File: src/rtl/plb_master_pkg.sv
// Shared types and constants for the single-beat PLB master.
package plb_master_pkg;

    typedef enum logic [2:0] {
        S_IDLE,
        S_REQ,
        S_BACKOFF,
        S_DATA,
        S_RESP
    } state_e;

    localparam logic [3:0] PLB_SIZE_SINGLE = 4'b0000;
    localparam logic [2:0] PLB_TYPE_MEM    = 3'b000;
    localparam logic [1:0] PLB_MSIZE_32    = 2'b00;

    function automatic int unsigned clog2(input int unsigned n);
        int unsigned w;
        w = 0;
        while ((64'd1 << w) < 64'(n)) w = w + 1;
        return w;
    endfunction

endpackage

File: src/rtl/plb_dphase_watchdog.sv
// Data-phase watchdog: counts cycles while enabled, reloads to zero on clear,
// and flags when the count reaches LIMIT-1 (where it then holds).
module plb_dphase_watchdog
    import plb_master_pkg::*;
#(
    parameter int unsigned LIMIT = 64
) (
    input  logic clk,
    input  logic rst_n,
    input  logic clear,
    input  logic enable,
    output logic expired
);

    localparam int unsigned W = (clog2(LIMIT) < 1) ? 1 : clog2(LIMIT);
    localparam logic [W-1:0] LAST = W'(LIMIT - 1);

    logic [W-1:0] cnt_q, cnt_d;

    always_comb begin
        cnt_d = cnt_q;
        if (clear)
            cnt_d = '0;
        else if (enable && (cnt_q != LAST))
            cnt_d = cnt_q + 1'b1;
    end

    always_ff @(posedge clk) begin
        if (!rst_n)
            cnt_q <= '0;
        else
            cnt_q <= cnt_d;
    end

    assign expired = (cnt_q == LAST);

endmodule

File: src/rtl/plb_single_master.sv
// Single-beat PLB v4.6 master: one local read/write command becomes one PLB
// transaction followed by a one-cycle response pulse.
module plb_single_master
    import plb_master_pkg::*;
#(
    parameter int unsigned C_MPLB_AWIDTH    = 32,
    parameter int unsigned C_MPLB_DWIDTH    = 32,
    parameter int unsigned C_MPLB_PRIORITY  = 0,
    parameter int unsigned C_DPHASE_TIMEOUT = 64,
    parameter string       C_FAMILY         = "spartan6"
) (
    input  logic                       MPLB_Clk,
    input  logic                       MPLB_Rst_n,
    input  logic                       cmd_valid,
    output logic                       cmd_ready,
    input  logic                       cmd_rnw,
    input  logic [0:C_MPLB_AWIDTH-1]   cmd_addr,
    input  logic [0:3]                 cmd_be,
    input  logic [0:C_MPLB_DWIDTH-1]   cmd_wdata,
    output logic                       rsp_valid,
    output logic [0:C_MPLB_DWIDTH-1]   rsp_rdata,
    output logic                       rsp_err,
    output logic                       M_request,
    output logic [0:1]                 M_priority,
    output logic                       M_RNW,
    output logic [0:3]                 M_BE,
    output logic [0:C_MPLB_AWIDTH-1]   M_ABus,
    output logic [0:3]                 M_size,
    output logic [0:2]                 M_type,
    output logic [0:1]                 M_MSize,
    output logic [0:C_MPLB_DWIDTH-1]   M_wrDBus,
    output logic                       M_busLock,
    output logic                       M_abort,
    output logic                       M_wrBurst,
    output logic                       M_rdBurst,
    output logic [0:31]                M_UABus,
    output logic [0:15]                M_TAttribute,
    output logic                       M_lockErr,
    input  logic                       PLB_MAddrAck,
    input  logic                       PLB_MRearbitrate,
    input  logic                       PLB_MTimeout,
    input  logic                       PLB_MRdDAck,
    input  logic                       PLB_MWrDAck,
    input  logic [0:C_MPLB_DWIDTH-1]   PLB_MRdDBus,
    input  logic                       PLB_MRdErr,
    input  logic                       PLB_MWrErr
);

    localparam logic [0:C_MPLB_AWIDTH-1] WORD_ALIGN = {{(C_MPLB_AWIDTH-2){1'b1}}, 2'b00};

    state_e                     state_q, state_d;
    logic                       cmd_ready_q, cmd_ready_d;
    logic                       m_request_q, m_request_d;
    logic                       rsp_valid_q, rsp_valid_d;
    logic                       rnw_q, rnw_d;
    logic [0:3]                 be_q, be_d;
    logic [0:C_MPLB_AWIDTH-1]   abus_q, abus_d;
    logic [0:C_MPLB_DWIDTH-1]   wdata_q, wdata_d;
    logic [0:C_MPLB_DWIDTH-1]   rdata_q, rdata_d;
    logic                       err_q, err_d;
    logic                       wd_expired;
    logic                       data_ack;
    logic                       timeout_hit;

    plb_dphase_watchdog #(
        .LIMIT (C_DPHASE_TIMEOUT)
    ) u_watchdog (
        .clk     (MPLB_Clk),
        .rst_n   (MPLB_Rst_n),
        .clear   (state_q != S_DATA),
        .enable  (state_q == S_DATA),
        .expired (wd_expired)
    );

    assign data_ack    = rnw_q ? PLB_MRdDAck : PLB_MWrDAck;
    // A matching ack in the final watchdog cycle wins over the abort.
    assign timeout_hit = (state_q == S_DATA) && wd_expired && !data_ack;

    always_comb begin
        state_d = state_q;
        rnw_d   = rnw_q;
        be_d    = be_q;
        abus_d  = abus_q;
        wdata_d = wdata_q;
        rdata_d = rdata_q;
        err_d   = err_q;
        unique case (state_q)
            S_IDLE: begin
                if (cmd_valid) begin
                    state_d = S_REQ;
                    rnw_d   = cmd_rnw;
                    be_d    = cmd_be;
                    abus_d  = cmd_addr & WORD_ALIGN;
                    wdata_d = cmd_wdata;
                    rdata_d = '0;
                    err_d   = 1'b0;
                end
            end
            S_REQ: begin
                if (PLB_MAddrAck) begin
                    if (!rnw_q && PLB_MWrDAck) begin
                        state_d = S_RESP;
                        err_d   = PLB_MWrErr;
                    end else begin
                        state_d = S_DATA;
                    end
                end else if (PLB_MTimeout) begin
                    state_d = S_RESP;
                    err_d   = 1'b1;
                end else if (PLB_MRearbitrate) begin
                    state_d = S_BACKOFF;
                end
            end
            S_BACKOFF: state_d = S_REQ;
            S_DATA: begin
                if (rnw_q && PLB_MRdDAck) begin
                    state_d = S_RESP;
                    err_d   = PLB_MRdErr;
                    rdata_d = PLB_MRdErr ? '0 : PLB_MRdDBus;
                end else if (!rnw_q && PLB_MWrDAck) begin
                    state_d = S_RESP;
                    err_d   = PLB_MWrErr;
                end else if (timeout_hit) begin
                    state_d = S_RESP;
                    err_d   = 1'b1;
                end
            end
            S_RESP: begin
                state_d = S_IDLE;
                rdata_d = '0;
                err_d   = 1'b0;
            end
            default: state_d = S_IDLE;
        endcase

        // Bus qualifiers are only driven while a transaction is on the bus.
        if ((state_d == S_RESP) || (state_d == S_IDLE)) begin
            rnw_d   = 1'b0;
            be_d    = '0;
            abus_d  = '0;
            wdata_d = '0;
        end

        cmd_ready_d = (state_d == S_IDLE);
        m_request_d = (state_d == S_REQ);
        rsp_valid_d = (state_d == S_RESP);
    end

    always_ff @(posedge MPLB_Clk) begin
        if (!MPLB_Rst_n) begin
            state_q     <= S_IDLE;
            cmd_ready_q <= 1'b1;
            m_request_q <= 1'b0;
            rsp_valid_q <= 1'b0;
            rnw_q       <= 1'b0;
            be_q        <= '0;
            abus_q      <= '0;
            wdata_q     <= '0;
            rdata_q     <= '0;
            err_q       <= 1'b0;
        end else begin
            state_q     <= state_d;
            cmd_ready_q <= cmd_ready_d;
            m_request_q <= m_request_d;
            rsp_valid_q <= rsp_valid_d;
            rnw_q       <= rnw_d;
            be_q        <= be_d;
            abus_q      <= abus_d;
            wdata_q     <= wdata_d;
            rdata_q     <= rdata_d;
            err_q       <= err_d;
        end
    end

    assign cmd_ready    = cmd_ready_q;
    assign rsp_valid    = rsp_valid_q;
    assign rsp_rdata    = rdata_q;
    assign rsp_err      = err_q;
    assign M_request    = m_request_q;
    assign M_priority   = 2'(C_MPLB_PRIORITY);
    assign M_RNW        = rnw_q;
    assign M_BE         = be_q;
    assign M_ABus       = abus_q;
    assign M_wrDBus     = wdata_q;
    assign M_size       = PLB_SIZE_SINGLE;
    assign M_type       = PLB_TYPE_MEM;
    assign M_MSize      = PLB_MSIZE_32;
    assign M_busLock    = 1'b0;
    assign M_abort      = timeout_hit;
    assign M_wrBurst    = 1'b0;
    assign M_rdBurst    = 1'b0;
    assign M_UABus      = '0;
    assign M_TAttribute = '0;
    assign M_lockErr    = 1'b0;

endmodule

File: config.mk
export PLATFORM = sky130hd
export DESIGN_NAME = plb_single_master
export DESIGN_NICKNAME = d
export VERILOG_FILES = /design/src/rtl/plb_master_pkg.sv /design/src/rtl/plb_dphase_watchdog.sv /design/src/rtl/plb_single_master.sv
export SDC_FILE = /design/constraint.sdc
export NUM_CORES = 1
export LEC_CHECK = 0
export ABC_AREA = 1
export BUFFER_PORTS_ARGS = -buffer_cell sky130_fd_sc_hd__clkbuf_2
export CAP_MARGIN = 20
export CORE_MARGIN = 2
export CORE_UTILIZATION = 45
export DETAILED_ROUTE_END_ITERATION = 6
export GPL_ROUTABILITY_DRIVEN = 0
export PLACE_DENSITY = 0.8
export SLEW_MARGIN = 20
export SYNTH_ARGS = -nofsm -noshare
export SYNTH_HDL_FRONTEND = slang
export SYNTH_SLANG_ARGS = --single-unit
File: constraint.sdc
create_clock -name MPLB_Clk -period 2.1 [get_ports MPLB_Clk]
set_input_delay 0 -clock MPLB_Clk [delete_from_list [all_inputs] [get_ports MPLB_Clk]]
set_output_delay 0 -clock MPLB_Clk [all_outputs]
set_load 0.01 [all_outputs]
## Word-level counts from Yosys, hierarchy flattened

Index checks and enable logic that the tools add are counted.

- Register bits after elaboration: 112
- Input port bits: 111
- Output and inout bits: 169
- Logic and storage cells: 66

- $add $sub $neg: 1
- Equal/unequal tests: 14
- Muxes and demuxes: 22
- Bitwise gates (word level): 1
- Reduce and logical (&&, ||, !) cells: 17

Operators by type and width:

| cell | count |
|---|---|
| $mux W32 | 3 |
| $pmux W32 S3 | 1 |
| $mux W3 | 8 |
| $pmux W3 S4 | 1 |
| $mux W1 | 8 |
| $add A6 B1 Y6 const B | 1 |
| $eq A3 B1 Y1 const B | 2 |
| $eq A3 B2 Y1 const B | 2 |
| $eq A3 B3 Y1 const B | 2 |
| $eq A6 B6 Y1 const B | 1 |
| $logic_not A3 Y1 | 2 |
| $ne A3 B3 Y1 const B | 2 |
| $ne A6 B6 Y1 const B | 1 |
| $logic_and A1 B1 Y1 | 5 |
| $reduce_and A5 Y1 | 1 |
| $ne A2 B2 Y1 const B | 2 |
| $ne A4 B4 Y1 const B | 1 |
| $pmux W1 S4 | 1 |
| $reduce_bool A4 Y1 | 1 |
| $reduce_or A2 Y1 | 2 |
| $ne A3 B2 Y1 const B | 1 |
| $reduce_and A3 Y1 | 1 |
| $reduce_bool A3 Y1 | 1 |
| $logic_not A1 Y1 | 2 |
| other kinds (3) | 3 |

## Depth between registers and ports, before layout

Gate-level depths: netlist of the first run.

- Depth in word-level cells: 10
- Mapped depth: 12
- Depth with buffers taken out: 10

## Hierarchy

From an unflattened synthesis of the first run, not the netlist that was laid out.

- Cell total of the unflattened synthesis: 825
- Area, all modules: 5532.8 um^2

Modules (own cells, without submodules):

| module | times used | cells an instance | area each (um^2) | sequential area each (um^2) |
|---|---|---|---|---|
| plb_single_master | 1 | 773 | 5165.0 | 2122.0 |
| plb_dphase_watchdog | 1 | 52 | 367.9 | 120.1 |

## Least setup slack after synthesis of the first run

No wires, ideal clock.

- Path kind: reg-to-reg
- From: register u_watchdog.cnt_q[0]
- To: register abus_q, in the netlist M_ABus[12]
- Setup time: 0.114 ns
- Data arrival time: 1.511 ns
- Required time: 1.986 ns
- Path slack: 0.475 ns
- Cell stages (with the launch flop): 13
- Path buffers: 2
- Clock period less this slack: 1.625 ns
- Cell sequence: dfxtp_1 > ha_1 > nand2_1 > inv_1 > nand2_1 > nand3_2 > nand2_1 > nor2_2 > nand2_1 > nand2_2 > buf_6 > buf_6 > nor2_1

- Word-level cells in the longest chain between the ends: 10
- Elaborated cells on any way between the ends: 11
- Classes of those cells: eq/ne: 2; mux: 4; reduce/logical: 5

RTL lines:

| what | line | RTL |
|---|---|---|
| from (decl) | plb_dphase_watchdog.sv:18 | `logic [W-1:0] cnt_q, cnt_d;` |
| from (signal assigned) | plb_dphase_watchdog.sv:32 | `cnt_q <= cnt_d;` |
| $eq A6 B6 Y1 * | plb_dphase_watchdog.sv:35 | `assign expired = (cnt_q == LAST);` |
| $logic_and A1 B1 Y1 * (2 in series) | plb_single_master.sv:77 | `assign timeout_hit = (state_q == S_DATA) && wd_expired && !data_ack;` |
| $mux W3 * | plb_single_master.sv:123 | `end else if (timeout_hit) begin` |
| $mux W3 * | plb_single_master.sv:120 | `end else if (!rnw_q && PLB_MWrDAck) begin` |
| $mux W3 * | plb_single_master.sv:116 | `if (rnw_q && PLB_MRdDAck) begin` |
| $pmux W3 S4 * | plb_single_master.sv:87 | `unique case (state_q)` |
| $eq A3 B3 Y1 / $logic_not A3 Y1 (equally long branches) | plb_single_master.sv:137 | `if ((state_d == S_RESP) \|\| (state_d == S_IDLE)) begin` |
| $logic_or A1 B1 Y1 * | plb_single_master.sv:137 |  |
| $reduce_or A2 Y1 (no line) * | n/a |  |
| to (signal assigned) | plb_single_master.sv:168 | `abus_q <= abus_d;` |
| to (decl) | plb_single_master.sv:57 | `logic [0:C_MPLB_AWIDTH-1] abus_q, abus_d;` |

Mark *: on every way between the ends. The rest lies on a longest branch, timed or not.
A chain may end at the register's enable or synchronous reset.

## Final worst setup path of the first run

- From: register u_watchdog.cnt_q[0]
- To: register abus_q, in the netlist M_ABus[1]

Same word-level chain as after synthesis.

==> results of run 1 <==
-- what timing repair did --
item | in CTS | in global routing
hold buffers | 69 | 0
gates resized for setup | 0 | 0
hold endpoints to repair | 70 | 0
buffers inserted | 0 | 0
-- cell families (layout without fill, tap and decap cells) --
group	after synthesis	after routing	share of synthesized area
compound gates	47	47	0.0502
other cells	1	65	0.000720
buf+inv	181	393	0.191
mux	67	67	0.145
flops	112	112	0.430
fa+ha+maj	1	1	0.00240
simple gates	223	223	0.181
-- Yosys cell counts --
cell type,count
nor2_2,10
conb_1,1
nand4_1,1
o21ai_0,35
ha_1,1
dfxtp_1,112
clkbuf_2,1
nand3b_1,2
a31oi_1,1
nor2_1,105
a21oi_1,6
a21boi_4,1
mux2_2,66
nand2_1,60
nand2_2,1
buf_6,7
o21ai_1,1
inv_1,82
clkinv_1,1
o211ai_1,2
o2111a_1,1
nor3_1,2
nand3_2,2
mux2_1,1
buf_4,66
clkbuf_1,9
inv_2,3
nor4_1,1
clkinv_2,1
nand3_1,39
buf_2,11
-- stage by stage --
stage                     instance area [sq um]  instances
after global placement                     6140        966
after global routing                       7160       1051
after floorplan                            5450        696
after detailed placement                   6140        966
final                                      7160       1051
after CTS                                  7160       1051
-- critical path: cells and delay by family, from the launching register on --
family,cells,cell delay [ns]
AND/OR/NAND/NOR,8,0.82
buffers and inverters,2,0.34
adder cells (fa/ha/maj),1,0.20
flip-flops,1,0.38
-- state kept, by name (all words and copies together), names as in the netlist, 3 cells and up --
name,flops
M_wrDBus,32
rsp_rdata,32
M_ABus,30
u_watchdog.cnt_q,6
M_BE,4
state_q,3
-- power by group --
part,internal (mW),leakage (nW),switching [mW]
combinational,0.526,2.56,0.597
clock,1.06,0.158,0.800
sequential,2.27,0.913,0.0714
-- cell type report --
type                    instances  area [sq um]
fillers                       915          4210
flip-flops and latches        112          2240
multi-input cells             403          2230
repair buffers                290          1860
inverters                      87           328
clock buffers                   9           225
well taps                     143           179
clock inverters                 7           105
-- metal layers --
metal	track usage	wire [um]	vias up
met2	0.388	6820	218
met1	0.204	4880	2153
met5	0	0	-
met3	0.0621	975	40
met4	0.0996	478	0
li1	-	-	2383
-- final timing paths --
path | slack, ns | depth (start not counted) | endpoint | start
min reg2reg | 0.49 | 2 | u_watchdog.cnt_q[5] | u_watchdog.cnt_q[5]
max reg2reg | 0.21 | 11 | M_ABus[1] | u_watchdog.cnt_q[0]
min | 0.007 | 4 | M_wrDBus[10] | cmd_wdata[10]
max | 0.21 | 11 | M_ABus[1] | u_watchdog.cnt_q[0]
==> reports/qor.yml, run 1 <==
drt:
  ant_nets: 0
  drt_iter0_markers: 237
  drc: 0
  post_drt_wl_per_cell_um: 12.5
  vias_per_cell: 4.56
  first_pass_iters: 5
  vias: 4794
  drt-total-wl_um: 13200
grt:
  grt_pass1_wl_um: 20700
  groute.usage.overall: 0.206
  antenna_found_initial: 1
  grt_max_degree: 58
  grt_overflow: 0
  first_global_vias: 4477
setup_path:
  path_cells: "ha_1 -> nand2_1 -> inv_1 -> nand2_1 -> nand3_2 -> nand2_1 -> nor2_2 -> nand2_1 -> nand2_2 -> buf_12 -> nor2_1"
  required_ns: 2.32
  crit_arrival_ns: 2.11
  cpMostUsedCell: "nand2_1"
  crit_type: "flip-flop to flip-flop"
  cpMaxStageDelayCell: "dfxtp_1"
  cp_max_fo: 57
  worst_setup_path_start_kind: "flip-flop"
  cp-end-kind: "flip-flop"
  cp_slowest_stage_delay_ns: 0.38
power:
  leakage_nw: 3.63
  total_power_mw: 5.32
  ir_drop_mv: 0.543
  p_per_area_nw_per_um2: 743
yosys:
  ys_warn_count: 0
  synthDistinctLibCells: 31
  yosys.area.top_type_share: 0.430
  synth_largest_area_cell: "dfxtp_1"
  yosysSeqAreaShare: 0.430
  syn_inst: 632
  avgSynthCellArea_sq_um: 8.25
  netlist_area_sq_um: 5210
  synth_area_leaders: "dfxtp_1 (43%), mux2_2 (14%), buf_4 (9.5%)"
  ys_ff_latch: 112
timing:
  worst_slack_ns: 0.210
  finalSetupViolations: 0
  timing.setup.tns_ns: 0
  finalHoldViolCount: 0
  final_max_slew_viol_count: 0
  finalCriticalPeriod_ns: 1.89
  max_freq_mhz: 529
  period_share: 0.900
  fin_worst_skew_ns: 0.00738
  rsz0062_at_grt: "no"
  holdWs_ns: 0.00721
final_layout:
  diodes: 0
  drive_above_1_share: 0.355
  final_common_cell: "clkbuf_2"
  syn_to_final_growth_pct: 37.4
  mostFrequentLayoutCells: "clkbuf_2 (212), dfxtp_1 (112), nor2_1 (105)"
  finalNetCount: 1015
  utilization: 0.630
run_status:
  status: "finished, final reports clean"
die:
  start_util: 0.458
  core-area_sq_um: 11400
  die_w_um: 112
  fp-row-count: 39
  die_h_um: 112
  die_area_sq_um: 12500
  num_io_pins: 280
clock_tree:
  clock-sinks: 112
  cts_tree: "built"
  clkTransAtPathRegs_ns: 0.08
  root_buffer: "clkbuf_16"
  h-tree-depth: 3
  clk_latency_ns: 0.34
  cts_buffers: 9
  cts_buffer_depth: 2
run:
  drv_cap: 0
min_path:
  min_path_type: "input pin to flip-flop"
placement:
  dp_hpwl_um: 8510
  io_buffers: 212
  pre_cts_slack_ns: 0.259
Note: power is estimated with default switching activity, not from simulation.
==> run 2: changes to the inputs <==
- HOLD_SLACK_MARGIN: default -> 0.12
==> run 2 against run 1 <==
Net effect: clock skew about the same; sequential cell count stayed put; critical endpoint is now M_ABus[26]; hold slack better by 0.12 ns; largest cell class unchanged; global-route usage rose by 1.5 points; routed wire length increased by 6.9%; highest routed layer unchanged; critical path depth did not move; combinational power up 5%; non-clock buffer count up 32.
==> reports/qor.yml, run 2 (synthesis results as in run 1) <==
run_status:
  status: "finished, final reports clean"
grt:
  grt_overflow: 0  # unchanged
  grt_max_degree: 58  # unchanged
  groute.usage.overall: 0.221  # +0.0150
  grt_pass1_wl_um: 22100  # +7.1%
  antenna_found_initial: 1  # unchanged
  first_global_vias: 4721  # +5.5%
final_layout:
  drive_above_1_share: 0.343  # -0.0121
  final_common_cell: "clkbuf_2"
  mostFrequentLayoutCells: "clkbuf_2 (212), dfxtp_1 (112), nor2_1 (105)"
  register_area_sq_um: 2240  # unchanged
  finalNetCount: 1047  # +3.2%
  multi_input_comb_area_sq_um: 2230  # unchanged
  final_cells: 1083  # +3.0%
  fill_cells: 884  # -3.4%
  diodes: 0  # unchanged
  syn_to_final_growth_pct: 43.6
clock_tree:
  clkTransAtPathRegs_ns: 0.08  # about the same
  clk_latency_ns: 0.34  # about the same
  root_buffer: "clkbuf_16"
  clock-sinks: 112  # unchanged
  cts_tree: "built"
  cts_buffer_depth: 2  # unchanged
  cts_resized: 0  # unchanged
  h-tree-depth: 3  # unchanged
  cts_setup_buffers: 0  # unchanged
  cts_buffers: 9  # unchanged
drt:
  drt_iter0_markers: 242  # +2.1%
  ant_nets: 0  # unchanged
  vias_per_cell: 4.54  # -0.46%
  wl_met3_um: 1020  # +4.8%
  first_pass_iters: 4  # -1
  vias: 4917  # +2.6%
  wl_met2_um: 7340  # +7.6%
  post_drt_wl_per_cell_um: 13.0  # +3.7%
  drt-total-wl_um: 14100  # +6.9%
  highest-signal-layer: "met4"
  met1_length_um: 5100  # +4.4%
  drc: 0  # unchanged
power:
  comb_power_share: 0.220  # +0.009
  p_clk_frac: 0.346  # -0.004
  p_per_area_nw_per_um2: 718  # -3.3%
  switching_share: 0.276  # about the same
  leakage_nw: 3.76  # +3.7%
  total_power_mw: 5.37  # +1.0%
  p_seq_frac: 0.435  # -0.004
  power_switching_mw: 1.48  # +1.1%
  ir_drop_mv: 0.544  # +0.15%
  p_int_mw: 3.89  # +1.0%
die:
  start_util: 0.458  # unchanged
  die_area_sq_um: 12500  # unchanged
  num_io_pins: 280  # unchanged
  core-area_sq_um: 11400  # unchanged
  die_w_um: 112  # unchanged
  fp-row-count: 39  # unchanged
  die_h_um: 112  # unchanged
setup_path:
  r2r_slack_ns: 0.20  # about the same
  worst_setup_path_start_kind: "flip-flop"
  path_cells: "ha_1 -> nand2_1 -> inv_1 -> nand2_1 -> nand3_2 -> nand2_1 -> nor2_2 -> nand2_1 -> nand2_2 -> buf_12 -> nor2_1"
  cp_max_fo: 57  # unchanged
  cpMostUsedCell: "nand2_1"
  cp_slowest_stage_delay_ns: 0.37  # about the same
  cpMaxStageDelayCell: "dfxtp_1"
  rr_startpoint: "u_watchdog.cnt_q[0]"
  cp-end-kind: "flip-flop"
  crit_type: "flip-flop to flip-flop"
  r2r-end: "M_ABus[26]"
  crit_arrival_ns: 2.11  # about the same
  required_ns: 2.32  # about the same
  rr_worst_depth: 11  # unchanged
timing:
  finalSetupViolations: 0  # unchanged
  final_max_slew_viol_count: 0  # unchanged
  rsz0062_at_grt: "no"
  finalHoldViolCount: 0  # unchanged
  timing.setup.tns_ns: 0  # unchanged
  finalCriticalPeriod_ns: 1.90  # +0.00698 ns
  max_freq_mhz: 527  # -0.37%
  fin_worst_skew_ns: 0.00725  # -0.000132 ns
  worst_slack_ns: 0.203  # -0.00698 ns
  period_share: 0.903  # +0.00332
placement:
  placedCellCount: 966  # unchanged
  io_buffers: 212  # unchanged
  dp_hpwl_um: 8510  # unchanged
  pre_cts_slack_ns: 0.259  # unchanged
min_path:
  whs_endpoint: "rsp_err"
  hp-start: "PLB_MWrErr"
  min_path_type: "input pin to flip-flop"
  min_path_cells: 5  # +1
run:
  drv_cap: 0  # unchanged
-- run 2: cell types whose count changed in the layout (fill, tap and decap cells not counted) --
| cell | change |
|---|---|
| dlygate4sd3_1 | +32 |
-- run 2: per-layer routing --
metal,up-vias,global-route usage
met5,-,0
met4,0,0.117
met3,48,0.0642
met2,220,0.416
met1,2207,0.217
li1,2442,-
-- run 2: what timing repair did --
item,4_1_cts,5_1_grt
hold buffers,101,0
hold endpoints to repair,107,0
setup endpoints to repair,0,0
-- run 2: through the flow --
| step | area, sq um | utilization | hold slack [ns] |
|---|---|---|---|
| finish | 7480 | 0.658 | 0.129 |
| global route | 7480 | 0.658 | 0.162 |
| CTS | 7480 | 0.658 | 0.121 |
| detailed placement | 6140 | 0.540 | 0.284 |
| global placement | 6140 | 0.540 | 0.273 |
| floorplan | 5450 | - | 0.0690 |
-- run 2: how the worst max path moves through the flow --
| stage | to | slack, ns | start | depth (start not counted) |
|---|---|---|---|---|
| after floorplan | M_ABus[12] | 0.48 | u_watchdog.cnt_q[0] | 12 |
| after global placement | M_wrDBus[5] | 0.32 | u_watchdog.cnt_q[0] | 11 |
| after detailed placement | M_ABus[26] | 0.26 | u_watchdog.cnt_q[0] | 11 |
| after CTS | M_ABus[26] | 0.23 | u_watchdog.cnt_q[0] | 11 |
| after global routing | M_ABus[29] | 0.02 | u_watchdog.cnt_q[0] | 11 |
| final | M_ABus[26] | 0.20 | u_watchdog.cnt_q[0] | 11 |
-- run 2: layout make-up --
type / count / area share
flip-flops and latches: 112 / 0.300
multi-input cells: 403 / 0.297
repair buffers: 322 / 0.291
inverters: 87 / 0.0438
clock buffers: 9 / 0.0301
well taps: 143 / 0.0239
clock inverters: 7 / 0.0140
-- run 2: critical path: cells and delay by family, from the launching register on --
family | cells | cell delay, ns
DFF | 1 | 0.37
adders and majority gates | 1 | 0.20
and+or+nand+nor | 8 | 0.82
buffers and inverters | 2 | 0.34
-- run 2: power by group through the flow --
stage | clock [mW] | sequential, mW | combinational, mW
floorplan | 0 | 2.44 | 0.698
global placement | 0 | 2.38 | 0.989
detailed placement | 0 | 2.38 | 1.00
CTS | 1.90 | 2.33 | 1.15
global route | 2.01 | 2.35 | 1.30
finish | 1.86 | 2.34 | 1.18
